===== src/rtl/evo_harness_pkg.sv =====
// evo_harness_pkg: shared types and defaults for the evolved-circuit harness stages.
//   evo_state_e       : sweep FSM states
//   SETTLE_CYCLES_DEF : default wait after applying a vector
//   SAMPLE_CYCLES_DEF : default output sampling window length
//   max_int()         : helper used to size shared timers
package evo_harness_pkg;

  typedef enum logic [2:0] {
    ST_IDLE,
    ST_APPLY,
    ST_SETTLE,
    ST_SAMPLE,
    ST_DONE
  } evo_state_e;

  localparam int SETTLE_CYCLES_DEF = 16;
  localparam int SAMPLE_CYCLES_DEF = 8;

  function automatic int max_int(input int a, input int b);
    return (a > b) ? a : b;
  endfunction

endpackage


===== src/rtl/evo_sync2.sv =====
// evo_sync2: two-flop synchronizer for a single asynchronous bit.
//   clk  : destination clock
//   rst  : asynchronous active-high reset, both flops clear to 0
//   d_i  : asynchronous input
//   q_o  : synchronized output, two cycles of latency
module evo_sync2 (
  input  logic clk,
  input  logic rst,
  input  logic d_i,
  output logic q_o
);

  logic meta_q;
  logic sync_q;

  always_ff @(posedge clk or posedge rst) begin
    if (rst) begin
      meta_q <= 1'b0;
      sync_q <= 1'b0;
    end else begin
      meta_q <= d_i;
      sync_q <= meta_q;
    end
  end

  assign q_o = sync_q;

endmodule


===== src/rtl/evo_stimulus_sampler.sv =====
// evo_stimulus_sampler: sweeps every input vector of an evolved circuit, waits a
// settle window, samples the synchronized output and scores it against a truth table.
//   clk, rst        : system clock, asynchronous active-high reset
//   start           : begin a sweep (accepted only when idle)
//   expected        : expected truth table, captured on start
//   busy, done      : sweep in progress / one-cycle completion pulse
//   dut_in, dut_out : vector to the circuit under test / its raw async output
//   result          : first sampled value per vector
//   unstable        : output moved within the sample window, per vector
//   mismatch_count  : vectors where result differs from expected or unstable
//   toggle_count    : present only with EVO_SAMPLER_TOGGLE_CNT_EN; saturating count
//                     of output transitions inside sample windows
module evo_stimulus_sampler
  import evo_harness_pkg::*;
#(
  parameter int IN_WIDTH      = 2,
  parameter int SETTLE_CYCLES = SETTLE_CYCLES_DEF,
  parameter int SAMPLE_CYCLES = SAMPLE_CYCLES_DEF
) (
  input  logic                     clk,
  input  logic                     rst,
  input  logic                     start,
  input  logic [(1<<IN_WIDTH)-1:0] expected,
  output logic                     busy,
  output logic                     done,
  output logic [IN_WIDTH-1:0]      dut_in,
  input  logic                     dut_out,
  output logic [(1<<IN_WIDTH)-1:0] result,
  output logic [(1<<IN_WIDTH)-1:0] unstable,
`ifdef EVO_SAMPLER_TOGGLE_CNT_EN
  output logic [15:0]              toggle_count,
`endif
  output logic [IN_WIDTH:0]        mismatch_count
);

  localparam int NVEC = 1 << IN_WIDTH;
  localparam int TW   = $clog2(max_int(SETTLE_CYCLES, SAMPLE_CYCLES) + 1);

  evo_state_e          state_q;
  logic [IN_WIDTH-1:0] vec_q;
  logic [IN_WIDTH-1:0] dut_in_q;
  logic [TW-1:0]       timer_q;
  logic [NVEC-1:0]     exp_q;
  logic [NVEC-1:0]     result_q;
  logic [NVEC-1:0]     unstable_q;
  logic [IN_WIDTH:0]   mm_q;
  logic                busy_q;
  logic                done_q;
  logic                first_val_q;
  logic                sync_prev_q;
  logic                sync_out;

  logic                first_cyc;
  logic [NVEC-1:0]     result_d;
  logic [NVEC-1:0]     unstable_d;
  logic [IN_WIDTH:0]   mm_d;

  evo_sync2 u_sync (
    .clk (clk),
    .rst (rst),
    .d_i (dut_out),
    .q_o (sync_out)
  );

  assign first_cyc = (timer_q == TW'(SAMPLE_CYCLES - 1));

  // Next values of the score vectors are formed here so the final sample cycle
  // can fold into mismatch_count on the same edge that raises done.
  always_comb begin
    result_d   = result_q;
    unstable_d = unstable_q;
    if (state_q == ST_SAMPLE) begin
      if (first_cyc) begin
        result_d[vec_q] = sync_out;
      end else if (sync_out != first_val_q) begin
        unstable_d[vec_q] = 1'b1;
      end
    end
  end

  always_comb begin
    mm_d = '0;
    for (int i = 0; i < NVEC; i++) begin
      mm_d = mm_d + {{IN_WIDTH{1'b0}}, ((result_d[i] ^ exp_q[i]) | unstable_d[i])};
    end
  end

`ifdef EVO_SAMPLER_TOGGLE_CNT_EN
  logic [15:0] toggle_q;
  assign toggle_count = toggle_q;
`endif

  always_ff @(posedge clk or posedge rst) begin
    if (rst) begin
      state_q     <= ST_IDLE;
      vec_q       <= '0;
      dut_in_q    <= '0;
      timer_q     <= '0;
      exp_q       <= '0;
      result_q    <= '0;
      unstable_q  <= '0;
      mm_q        <= '0;
      busy_q      <= 1'b0;
      done_q      <= 1'b0;
      first_val_q <= 1'b0;
      sync_prev_q <= 1'b0;
`ifdef EVO_SAMPLER_TOGGLE_CNT_EN
      toggle_q    <= '0;
`endif
    end else begin
      done_q      <= 1'b0;
      sync_prev_q <= sync_out;
      case (state_q)
        ST_IDLE: begin
          if (start) begin
            state_q    <= ST_APPLY;
            vec_q      <= '0;
            exp_q      <= expected;
            result_q   <= '0;
            unstable_q <= '0;
            mm_q       <= '0;
            busy_q     <= 1'b1;
`ifdef EVO_SAMPLER_TOGGLE_CNT_EN
            toggle_q   <= '0;
`endif
          end
        end
        ST_APPLY: begin
          dut_in_q <= vec_q;
          timer_q  <= TW'(SETTLE_CYCLES - 1);
          state_q  <= ST_SETTLE;
        end
        ST_SETTLE: begin
          if (timer_q == '0) begin
            timer_q <= TW'(SAMPLE_CYCLES - 1);
            state_q <= ST_SAMPLE;
          end else begin
            timer_q <= timer_q - 1'b1;
          end
        end
        ST_SAMPLE: begin
          result_q   <= result_d;
          unstable_q <= unstable_d;
          if (first_cyc) begin
            first_val_q <= sync_out;
          end
`ifdef EVO_SAMPLER_TOGGLE_CNT_EN
          // Only transitions inside the window count; the edge into it does not.
          if (!first_cyc && (sync_out != sync_prev_q) && (toggle_q != 16'hFFFF)) begin
            toggle_q <= toggle_q + 16'd1;
          end
`endif
          if (timer_q == '0) begin
            if (&vec_q) begin
              state_q <= ST_DONE;
              busy_q  <= 1'b0;
              done_q  <= 1'b1;
              mm_q    <= mm_d;
            end else begin
              vec_q   <= vec_q + 1'b1;
              state_q <= ST_APPLY;
            end
          end else begin
            timer_q <= timer_q - 1'b1;
          end
        end
        ST_DONE: begin
          state_q <= ST_IDLE;
        end
        default: begin
          state_q <= ST_IDLE;
        end
      endcase
    end
  end

  assign busy           = busy_q;
  assign done           = done_q;
  assign dut_in         = dut_in_q;
  assign result         = result_q;
  assign unstable       = unstable_q;
  assign mismatch_count = mm_q;

endmodule


===== config.mk =====
export PLATFORM = sky130hd
export DESIGN_NAME = evo_stimulus_sampler
export DESIGN_NICKNAME = d
export VERILOG_FILES = /design/src/rtl/evo_harness_pkg.sv /design/src/rtl/evo_sync2.sv /design/src/rtl/evo_stimulus_sampler.sv
export SDC_FILE = /design/constraint.sdc
export NUM_CORES = 1
export LEC_CHECK = 0
export ABC_CLOCK_PERIOD_IN_PS = 3300
export CORE_ASPECT_RATIO = 1.75
export CORE_UTILIZATION = 50
export CTS_CLUSTER_DIAMETER = 200
export DETAILED_ROUTE_END_ITERATION = 8
export GPL_ROUTABILITY_DRIVEN = 1
export GPL_TIMING_DRIVEN = 0
export PLACE_DENSITY = 0.83
export SLEW_MARGIN = 10
export SYNTH_ARGS = -nofsm -noshare
export SYNTH_HDL_FRONTEND = slang
export SYNTH_SLANG_ARGS = --single-unit

===== constraint.sdc =====
create_clock -name clk -period 3.3 [get_ports clk]
set_input_delay 0.33 -clock clk [delete_from_list [all_inputs] [get_ports clk]]
set_output_delay 0.33 -clock clk [all_outputs]
set_load 0.01 [all_outputs]

==> results of run 1 <==
==> layer usage <==
layer	track usage	vias to the layer above
met5	0	-
met1	0.257	640
met2	0.368	36
met4	0.109	0
li1	-	638
met3	0.0545	11
==> cells in the mapped netlist (2+ instances only) <==
library cell	n
dfrtp_1	32
nand2_1	18
inv_1	12
nor2_1	12
o21ai_0	9
a21oi_1	8
ha_1	8
mux2i_1	6
nand3_1	5
mux2_2	4
o2bb2ai_1	4
a211oi_1	3
a31oi_1	3
and3_1	3
buf_2	3
clkbuf_1	3
nand2b_1	3
a211o_1	2
a22oi_1	2
buf_4	2
nor2b_1	2
nor3_1	2
==> kinds of logic (layout without fill, tap and decap cells) <==
kind of cell / after synthesis / count (layout) / share of synthesized area
buffers and inverters: 20 / 50 / 0.0513
flip-flops: 32 / 32 / 0.475
XOR/XNOR: 1 / 1 / 0.00520
AO/OA/AOI/OAI: 39 / 39 / 0.154
adder cells (fa/ha/maj): 9 / 9 / 0.0713
multiplexers: 10 / 10 / 0.0624
AND/OR/NAND/NOR: 54 / 54 / 0.181
==> report_power, final <==
part	total, uW	internal [uW]	switching, uW
logic	877	421	456
clock network	313	166	147
registers	663	541	122
total	1850	1130	726
==> metrics by stage <==
stage               power (uW)  utilization  cell area (sq um)  hold WS (ns)
detailed placement        1540        0.617               1960         0.346
CTS                       1860        0.646               2050         0.361
finish                    1850        0.646               2050         0.362
global route              1990        0.646               2050         0.380
floorplan                 1230            -               1680         0.331
global placement          1490        0.617               1960         0.335
==> worst reg2reg max path, delay by kind of cell (launching register included) <==
kind,cells,cell delay [ns]
adders and majority gates,4,1.15
muxes,2,0.60
and+or+nand+nor,3,0.48
DFF,1,0.44
AOI/OAI and AO/OA,1,0.07
==> cell type report <==
| type | instances | area, sq um | share of cell area |
|---|---|---|---|
| repair buffers | 22 | 220 | 0.107 |
| well taps | 43 | 53.8 | 0.0262 |
| clock buffers | 6 | 82.6 | 0.0403 |
| multi-input cells | 113 | 797 | 0.389 |
| plain buffers | 8 | 41.3 | 0.0201 |
| clock inverters | 2 | 10.0 | 0.00488 |
| flip-flops and latches | 32 | 801 | 0.390 |
| inverters | 12 | 45.0 | 0.0220 |
==> sequential cells by signal, summed over array words and instances, names as in the netlist, 2 cells and up <==
| register | count |
|---|---|
| dut_in | 2 |
| unstable | 4 |
| result | 4 |
| exp_q | 4 |
| vec_q | 2 |
| timer_q | 5 |
| state_q | 3 |
| mismatch_count | 3 |
==> how the worst max path moves through the flow <==
stage                    start                 to
floorplan           timer_q[0]  mismatch_count[1]
global placement    timer_q[0]  mismatch_count[1]
finish              timer_q[1]  mismatch_count[1]
detailed placement  timer_q[1]  mismatch_count[1]
CTS                 timer_q[1]  mismatch_count[1]
global route        timer_q[1]  mismatch_count[1]
==> impl_metrics.yaml, run 1 <==
setup_path:
  cpLargestDelayFamily: "adder cells"
  worstSetupStartpointType: "flip-flop"
  cp.arrival_ns: 3.04
  endpoint_kind: "flip-flop"
  path_cells: "ha_1 > and4bb_4 > nand3_1 > mux2i_1 > mux2_2 > fa_1 > ha_1 > ha_1 > nand2_1 > o21ai_0"
  crit_buf_inv: 0
  cp.required_ns: 3.47
  crit_type: "flip-flop to flip-flop"
  r2r_slack_ns: 0.44
  critical_path_depth: 10
  cp_slowest_stage_delay_ns: 0.46
  cp_slowest_cell: "fa_1"
  cpMostUsedCell: "ha_1"
  worstRegToRegCells: 10
  reg2reg_from: "timer_q[1]"
  timing.rr.end: "mismatch_count[1]"
  crit_fanout: 6
yosys:
  synth_nets: 182
  synthArstFlopShare: 1.00
  synth_enable_flop_cells: 0
  syn_area_sq_um: 1680
  yosys.area.top_type_share: 0.475
  netlist_top_cells_area: "dfrtp_1 48%, ha_1 5.9%, nand2_1 4.0%"
  synth_flop_cell: "dfrtp_1"
  yosysUniqueCellTypes: 41
  synth_cells: 165
  synth_area_per_cell_sq_um: 10.2
  yosys_warnings: 0
  synth-seq-cells: 32
  synth_top_area_cell: "dfrtp_1"
  ys_seq_area_frac: 0.475
finish:
  layout_commonest_cell: "dfrtp_1"
  syn_to_final_growth_pct: 21.8
  mostFrequentLayoutCells: "32 x dfrtp_1, 22 x clkdlybuf4s50_1, 18 x nand2_1, 12 x nor2_1, 11 x inv_1"
  n_fill_cell: 265
  drive_gt1_frac: 0.118
  fin_nets: 211
  diodes: 0
  layoutNonFillerInstCount: 238
detailed_routing:
  drt-met1-wl_mm: 1.41
  route.met2.wl_mm: 1.84
  vias: 1325
  drtIter0Drc: 41
  drt-total-wl_mm: 3.48
  viasPerCell: 5.57
  ant_nets: 0
  route.met3.wl_um: 112
  routed.top_layer: "met4"
  first_pass_iters: 5
  drc: 0
  wire_per_inst_um: 14.6
grt:
  grt_max_degree: 33
  first_global_vias: 1311
  antenna_found_initial: 0
  grt_use_total: 0.223
  grt_pass1_wl_mm: 5.80
  grt_overflow: 0
clocking:
  ctsResizeCount: 0
  tritoncts: "done"
  cts.sinks: 32
  cts_hold_buf: 0
  clk_pin_slew_ns: 0.07
  numCtsBuffers: 5
  clkLatencyLatePin_ns: 0.29
  htreeDepth: 2
  root_buffer: "clkbuf_8"
  cts_setup_buffers: 0
  cts.path.max_buffers: 2
timing:
  post-route-period-util: 0.868
  grt_setup_unrepaired: "false"
  skew_ns: 0.00564
  tightest_slew_ns: 0.650
  tns_ns: 0
  postLayoutSetupSlackWorst_ns: 0.435
  period_needed_ns: 2.86
  finalHoldViolCount: 0
  slew_viol_final: 0
  finalSetupViolations: 0
  maxSlewHeadroom: 0.566
  fmax_mhz: 349
pwr:
  power_density_nw_per_um2: 904
  ir_drop_mv: 0.505
  p_leak_uw: 0.000935
min_path:
  hold_class: "flip-flop to flip-flop"
  worstHoldPathCells: 0
  min_to: "u_sync.q_o"
  min_from: "u_sync.meta_q"
floorplan:
  row_count: 27
  initial_utilization: 0.530
  dieArea_sq_um: 3610
  die_w_um: 45.9
  fp.dieH_um: 78.8
  io_pins: 23
  coreArea_sq_um: 3180
place:
  dp.cells: 230
  post-place-ws_ns: 0.465
  numPortBuffers: 22
  dp.final_hpwl_mm: 2.55
  place_congestion: 0.817
flow_run:
  drv_cap: 0
status:
  status: "complete, no violations"
Power figures use the tool's default switching activity.
==> inputs of run 2 (changes only) <==
--- a/config.mk
+++ b/config.mk
@@ -7,12 +7,12 @@
 export LEC_CHECK = 0
 export ABC_CLOCK_PERIOD_IN_PS = 3300
 export CORE_ASPECT_RATIO = 1.75
-export CORE_UTILIZATION = 50
+export CORE_UTILIZATION = 40
 export CTS_CLUSTER_DIAMETER = 200
+export CTS_CLUSTER_SIZE = 20
 export DETAILED_ROUTE_END_ITERATION = 8
 export GPL_ROUTABILITY_DRIVEN = 1
-export GPL_TIMING_DRIVEN = 0
-export PLACE_DENSITY = 0.83
+export PLACE_DENSITY = 0.7
 export SLEW_MARGIN = 10
 export SYNTH_ARGS = -nofsm -noshare
 export SYNTH_HDL_FRONTEND = slang
==> run 2 against run 1 <==
Effect of this change: via count decreased by 2.2%; clock power decreased by 3%; clock skew about the same; routed wire length increased by 2.8%; count of clock-buffer cells in the layout unchanged; setup slack got worse by 0.0033 ns; highest routed layer unchanged.
==> impl_metrics.yaml, run 2 (synthesis results as in run 1) <==
timing:
  grt_setup_unrepaired: "false"
  post-route-period-util: 0.869
  tightest_slew_ns: 0.521
  period_needed_ns: 2.87
  tns_ns: 0
  finalHoldViolCount: 0
  maxSlewHeadroom: 0.651
  fmax_mhz: 349
  skew_ns: 0.00574
  holdWs_ns: 0.360
  slew_viol_final: 0
  finalSetupViolations: 0
clocking:
  tritoncts: "done"
  root_buffer: "clkbuf_8"
  cts.sinks: 32
  cts_setup_buffers: 0
  ctsResizeCount: 0
  clk_pin_slew_ns: 0.07
  htreeDepth: 2
  cts_hold_buf: 0
  clkLatencyLatePin_ns: 0.28
  cts.path.max_buffers: 2
  numCtsBuffers: 5
floorplan:
  initial_utilization: 0.427
  io_pins: 23
  dieArea_sq_um: 4480
  coreArea_sq_um: 3940
  row_count: 30
  fp.dieH_um: 87.8
  die_w_um: 51.1
pwr:
  p_leak_uw: 0.000919
  power_density_nw_per_um2: 893
  ir_drop_mv: 0.526
detailed_routing:
  vias: 1296
  route.met3.wl_um: 86
  ant_nets: 0
  wire_per_inst_um: 15.1
  first_pass_iters: 4
  drt-met1-wl_mm: 1.48
  routed.top_layer: "met4"
  route.met2.wl_mm: 1.95
  viasPerCell: 5.47
  drt-total-wl_mm: 3.58
  drtIter0Drc: 39
  drc: 0
finish:
  mostFrequentLayoutCells: "32 x dfrtp_1, 22 x clkdlybuf4s50_1, 18 x nand2_1, 12 x nor2_1, 12 x inv_1"
  top_register: "timer_q"
  drive_gt1_frac: 0.101
  diodes: 0
  largest_reg_flops: 5
  syn_to_final_growth_pct: 20.6
  layout_commonest_cell: "dfrtp_1"
  fin_nets: 205
setup_path:
  reg2reg_from: "state_q[1]"
  crit_type: "flip-flop to flip-flop"
  cpLargestDelayFamily: "adder cells"
  r2r_slack_ns: 0.43
  crit_buf_inv: 0
  cp.arrival_ns: 3.02
  path_cells: "and3b_1 > nand3_1 > mux2i_1 > mux2_2 > fa_1 > ha_1 > ha_1 > nand2_1 > o21ai_0"
  cpMostUsedCell: "ha_1"
  cp_slowest_stage_delay_ns: 0.55
  critical_path_depth: 9
  crit_fanout: 12
  worstRegToRegCells: 9
  cp_slowest_cell: "dfrtp_1"
  critPathLaunch: "state_q[1]"
  worstSetupStartpointType: "flip-flop"
  cp.required_ns: 3.46
  endpoint_kind: "flip-flop"
  endpoint: "mismatch_count[1]"
  timing.rr.end: "mismatch_count[1]"
grt:
  antenna_found_initial: 0
  grt_overflow: 0
  first_global_vias: 1367
  grt_use_total: 0.195
  grt_pass1_wl_mm: 6.50
  grt_max_degree: 33
place:
  place_congestion: 0.863
  dp.final_hpwl_mm: 2.67
  numPortBuffers: 22
flow_run:
  drv_cap: 0
min_path:
  hold_class: "flip-flop to flip-flop"
status:
  status: "complete, no violations"
==> run 2: how the worst min path moves through the flow <==
stage                        from    endpoint  slack [ns]  depth (start not counted)
floorplan           u_sync.meta_q  u_sync.q_o        0.33                          0
finish              u_sync.meta_q  u_sync.q_o        0.36                          0
CTS                 u_sync.meta_q  u_sync.q_o        0.36                          0
detailed placement  u_sync.meta_q  u_sync.q_o        0.34                          0
global placement    u_sync.meta_q  u_sync.q_o        0.33                          0
global route        u_sync.meta_q  u_sync.q_o        0.37                          0
==> run 2: area by class of cell <==
class                   instances  area [sq um]
flip-flops and latches         32           801
repair buffers                 24           235
inverters                      12          45.0
multi-input cells             113           797
fillers                       376          1910
clock inverters                 2          10.0
clock buffers                   6          82.6
well taps                      48          60.1
==> run 2: routing by layer <==
layer	vias up	GRT usage
met1	632	0.224
met4	0	0.0909
li1	628	-
met2	30	0.347
met5	-	0
met3	6	0.0313
==> run 2: where the power goes <==
group          total, uW  switching [uW]  internal [uW]
sequential           698             157            541
combinational        810             412            398
clock                305             139            166
total               1810             709           1110
==> run 2: metrics by stage <==
stage	setup slack [ns]	instances	utilization	cell area [sq um]	power, uW
global route	0.272	237	0.515	2030	1970
floorplan	0.643	165	-	1680	1230
CTS	0.440	237	0.515	2030	1830
global placement	0.524	229	0.492	1940	1490
detailed placement	0.448	229	0.492	1940	1520
finish	0.432	237	0.515	2030	1810
==> inputs of run 3 (changes only) <==
--- a/config.mk
+++ b/config.mk
@@ -11,8 +11,8 @@
 export CTS_CLUSTER_DIAMETER = 200
 export CTS_CLUSTER_SIZE = 20
 export DETAILED_ROUTE_END_ITERATION = 8
-export GPL_ROUTABILITY_DRIVEN = 1
 export PLACE_DENSITY = 0.7
+export SETUP_SLACK_MARGIN = 0.5
 export SLEW_MARGIN = 10
 export SYNTH_ARGS = -nofsm -noshare
 export SYNTH_HDL_FRONTEND = slang
==> run 3 against run 2 <==
Effect of this change: critical path depth is 1 higher; first-iteration DRC count is 49% higher; non-clock buffer count is 6 higher; clock power is 2% higher; flip-flop and latch count stayed put; highest routed layer unchanged; setup slack better by 0.14 ns; routed wire length is 6.5% higher; via count is 2.5% higher; critical endpoint unchanged; total power is 9.2% higher.
==> impl_metrics.yaml, run 3 (synthesis results as in run 1) <==
timing:
  period_needed_ns: 2.73
  grt_setup_unrepaired: "true"
  tns_ns: 0
  tightest_slew_ns: 0.521
  post-route-period-util: 0.826
  maxSlewHeadroom: 0.650
  postLayoutSetupSlackWorst_ns: 0.573
  finalHoldViolCount: 0
  finalSetupViolations: 0
  skew_ns: 0.00526
  fmax_mhz: 367
  slew_viol_final: 0
pwr:
  p_total_uw: 1980
  p_leak_uw: 0.000936
  power_density_nw_per_um2: 917
  ir_drop_mv: 0.582
floorplan:
  fp.dieH_um: 87.8
  die_w_um: 51.1
  initial_utilization: 0.427
  coreArea_sq_um: 3940
  io_pins: 23
  row_count: 30
  dieArea_sq_um: 4480
detailed_routing:
  first_pass_iters: 4
  vias: 1329
  drt-total-wl_mm: 3.82
  drtIter0Drc: 58
  drc: 0
  viasPerCell: 5.45
  wire_per_inst_um: 15.6
  ant_nets: 0
place:
  place_congestion: 0.863
  numPortBuffers: 22
  post-place-ws_ns: 0.448
  dp.cells: 229
  postPlaceCellArea_sq_um: 1940
  dp.final_hpwl_mm: 2.67
setup_path:
  crit_type: "flip-flop to flip-flop"
  crit_fanout: 6
  timing.rr.end: "mismatch_count[1]"
  worstSetupStartpointType: "flip-flop"
  reg2reg_from: "timer_q[0]"
  endpoint_kind: "flip-flop"
  cp.arrival_ns: 2.90
  worstRegToRegCells: 10
  r2r_slack_ns: 0.57
  cp.required_ns: 3.47
min_path:
  min_to: "u_sync.q_o"
  min_from: "u_sync.meta_q"
  worstHoldPathCells: 0
  hold_class: "flip-flop to flip-flop"
grt:
  grt_overflow: 0
  antenna_found_initial: 0
  busiest_layer: "met2"
  grt_max_degree: 33
  grtUsageMet2: 0.355
  met1_usage: 0.228
  grt_pass1_wl_mm: 6.59
  grt_use_total: 0.198
  grt_use_met3: 0.0313
  first_global_vias: 1365
clocking:
  tritoncts: "done"
  numCtsBuffers: 5
  cts.sinks: 32
  clk_pin_slew_ns: 0.07
  cts.path.max_buffers: 2
  htreeDepth: 2
  root_buffer: "clkbuf_8"
  clkLatencyLatePin_ns: 0.29
  cts_hold_buf: 0
finish:
  layout_commonest_cell: "dfrtp_1"
  syn_to_final_growth_pct: 28.3
  n_fill_cell: 362
  final_area_sq_um: 2160
  layoutNonFillerInstCount: 244
  drive_gt1_frac: 0.189
  mostFrequentLayoutCells: "32 x dfrtp_1, 22 x clkdlybuf4s50_1, 18 x nand2_1, 12 x nor2_1, 12 x inv_1"
  multi_input_area_sq_um: 882
  layout.area.seq_sq_um: 801
  largest_reg_flops: 5
  fin_nets: 212
  diodes: 0
  top_register: "timer_q"
flow_run:
  drv_cap: 0
status:
  status: "complete, no violations"
run 3: cell type report:
cell class | count | share of cell area
tap | 48 | 0.0278
sequential | 32 | 0.371
timing repair buffer | 30 | 0.130
clock inverter | 2 | 0.00463
inverter | 12 | 0.0208
multi-input combinational | 114 | 0.408
clock buffer | 6 | 0.0382
run 3: worst max path at each step:
stage / from / endpoint / slack (ns) / cells past startpoint
after floorplan: timer_q[0] / mismatch_count[1] / 0.64 / 10
after global placement: timer_q[1] / mismatch_count[1] / 0.52 / 10
after detailed placement: state_q[1] / mismatch_count[1] / 0.45 / 9
after CTS: state_q[2] / mismatch_count[1] / 0.50 / 9
after global routing: state_q[1] / mismatch_count[1] / 0.47 / 9
final: timer_q[0] / mismatch_count[1] / 0.57 / 10
run 3: where the power goes:
| group | total, uW | leakage (uW) | internal [uW] | switching, uW |
|---|---|---|---|---|
| sequential | 699 | 0.000389 | 541 | 157 |
| combinational | 972 | 0.000496 | 488 | 484 |
| clock | 311 | 0.0000510 | 166 | 145 |
run 3: per-layer routing:
metal	share of wire	routed length, um
met1	0.41	1550
met2	0.55	2110
met3	0.024	91
met4	0.017	63
met5	0	0
run 3: timing repair:
item,4_1_cts,5_1_grt
buffers inserted,2,4
gates resized for setup,1,15
pin swaps,0,5
setup endpoints to repair,1,3
cloned,0,1
run 3: through the flow:
step | hold WS (ns) | utilization
global route | 0.369 | 0.548
CTS | 0.361 | 0.519
finish | 0.358 | 0.548
floorplan | 0.331 | -
global placement | 0.332 | 0.492
detailed placement | 0.344 | 0.492
run 3: worst max-delay path, cell delays in order, from the launching register on:
cell	delay, ns
dfrtp_1	0.41
ha_2	0.21
and4bb_4	0.35
nand3_2	0.11
mux2i_2	0.24
mux2_4	0.33
fa_1	0.49
ha_2	0.19
ha_4	0.19
nand2_1	0.05
o21ai_1	0.06
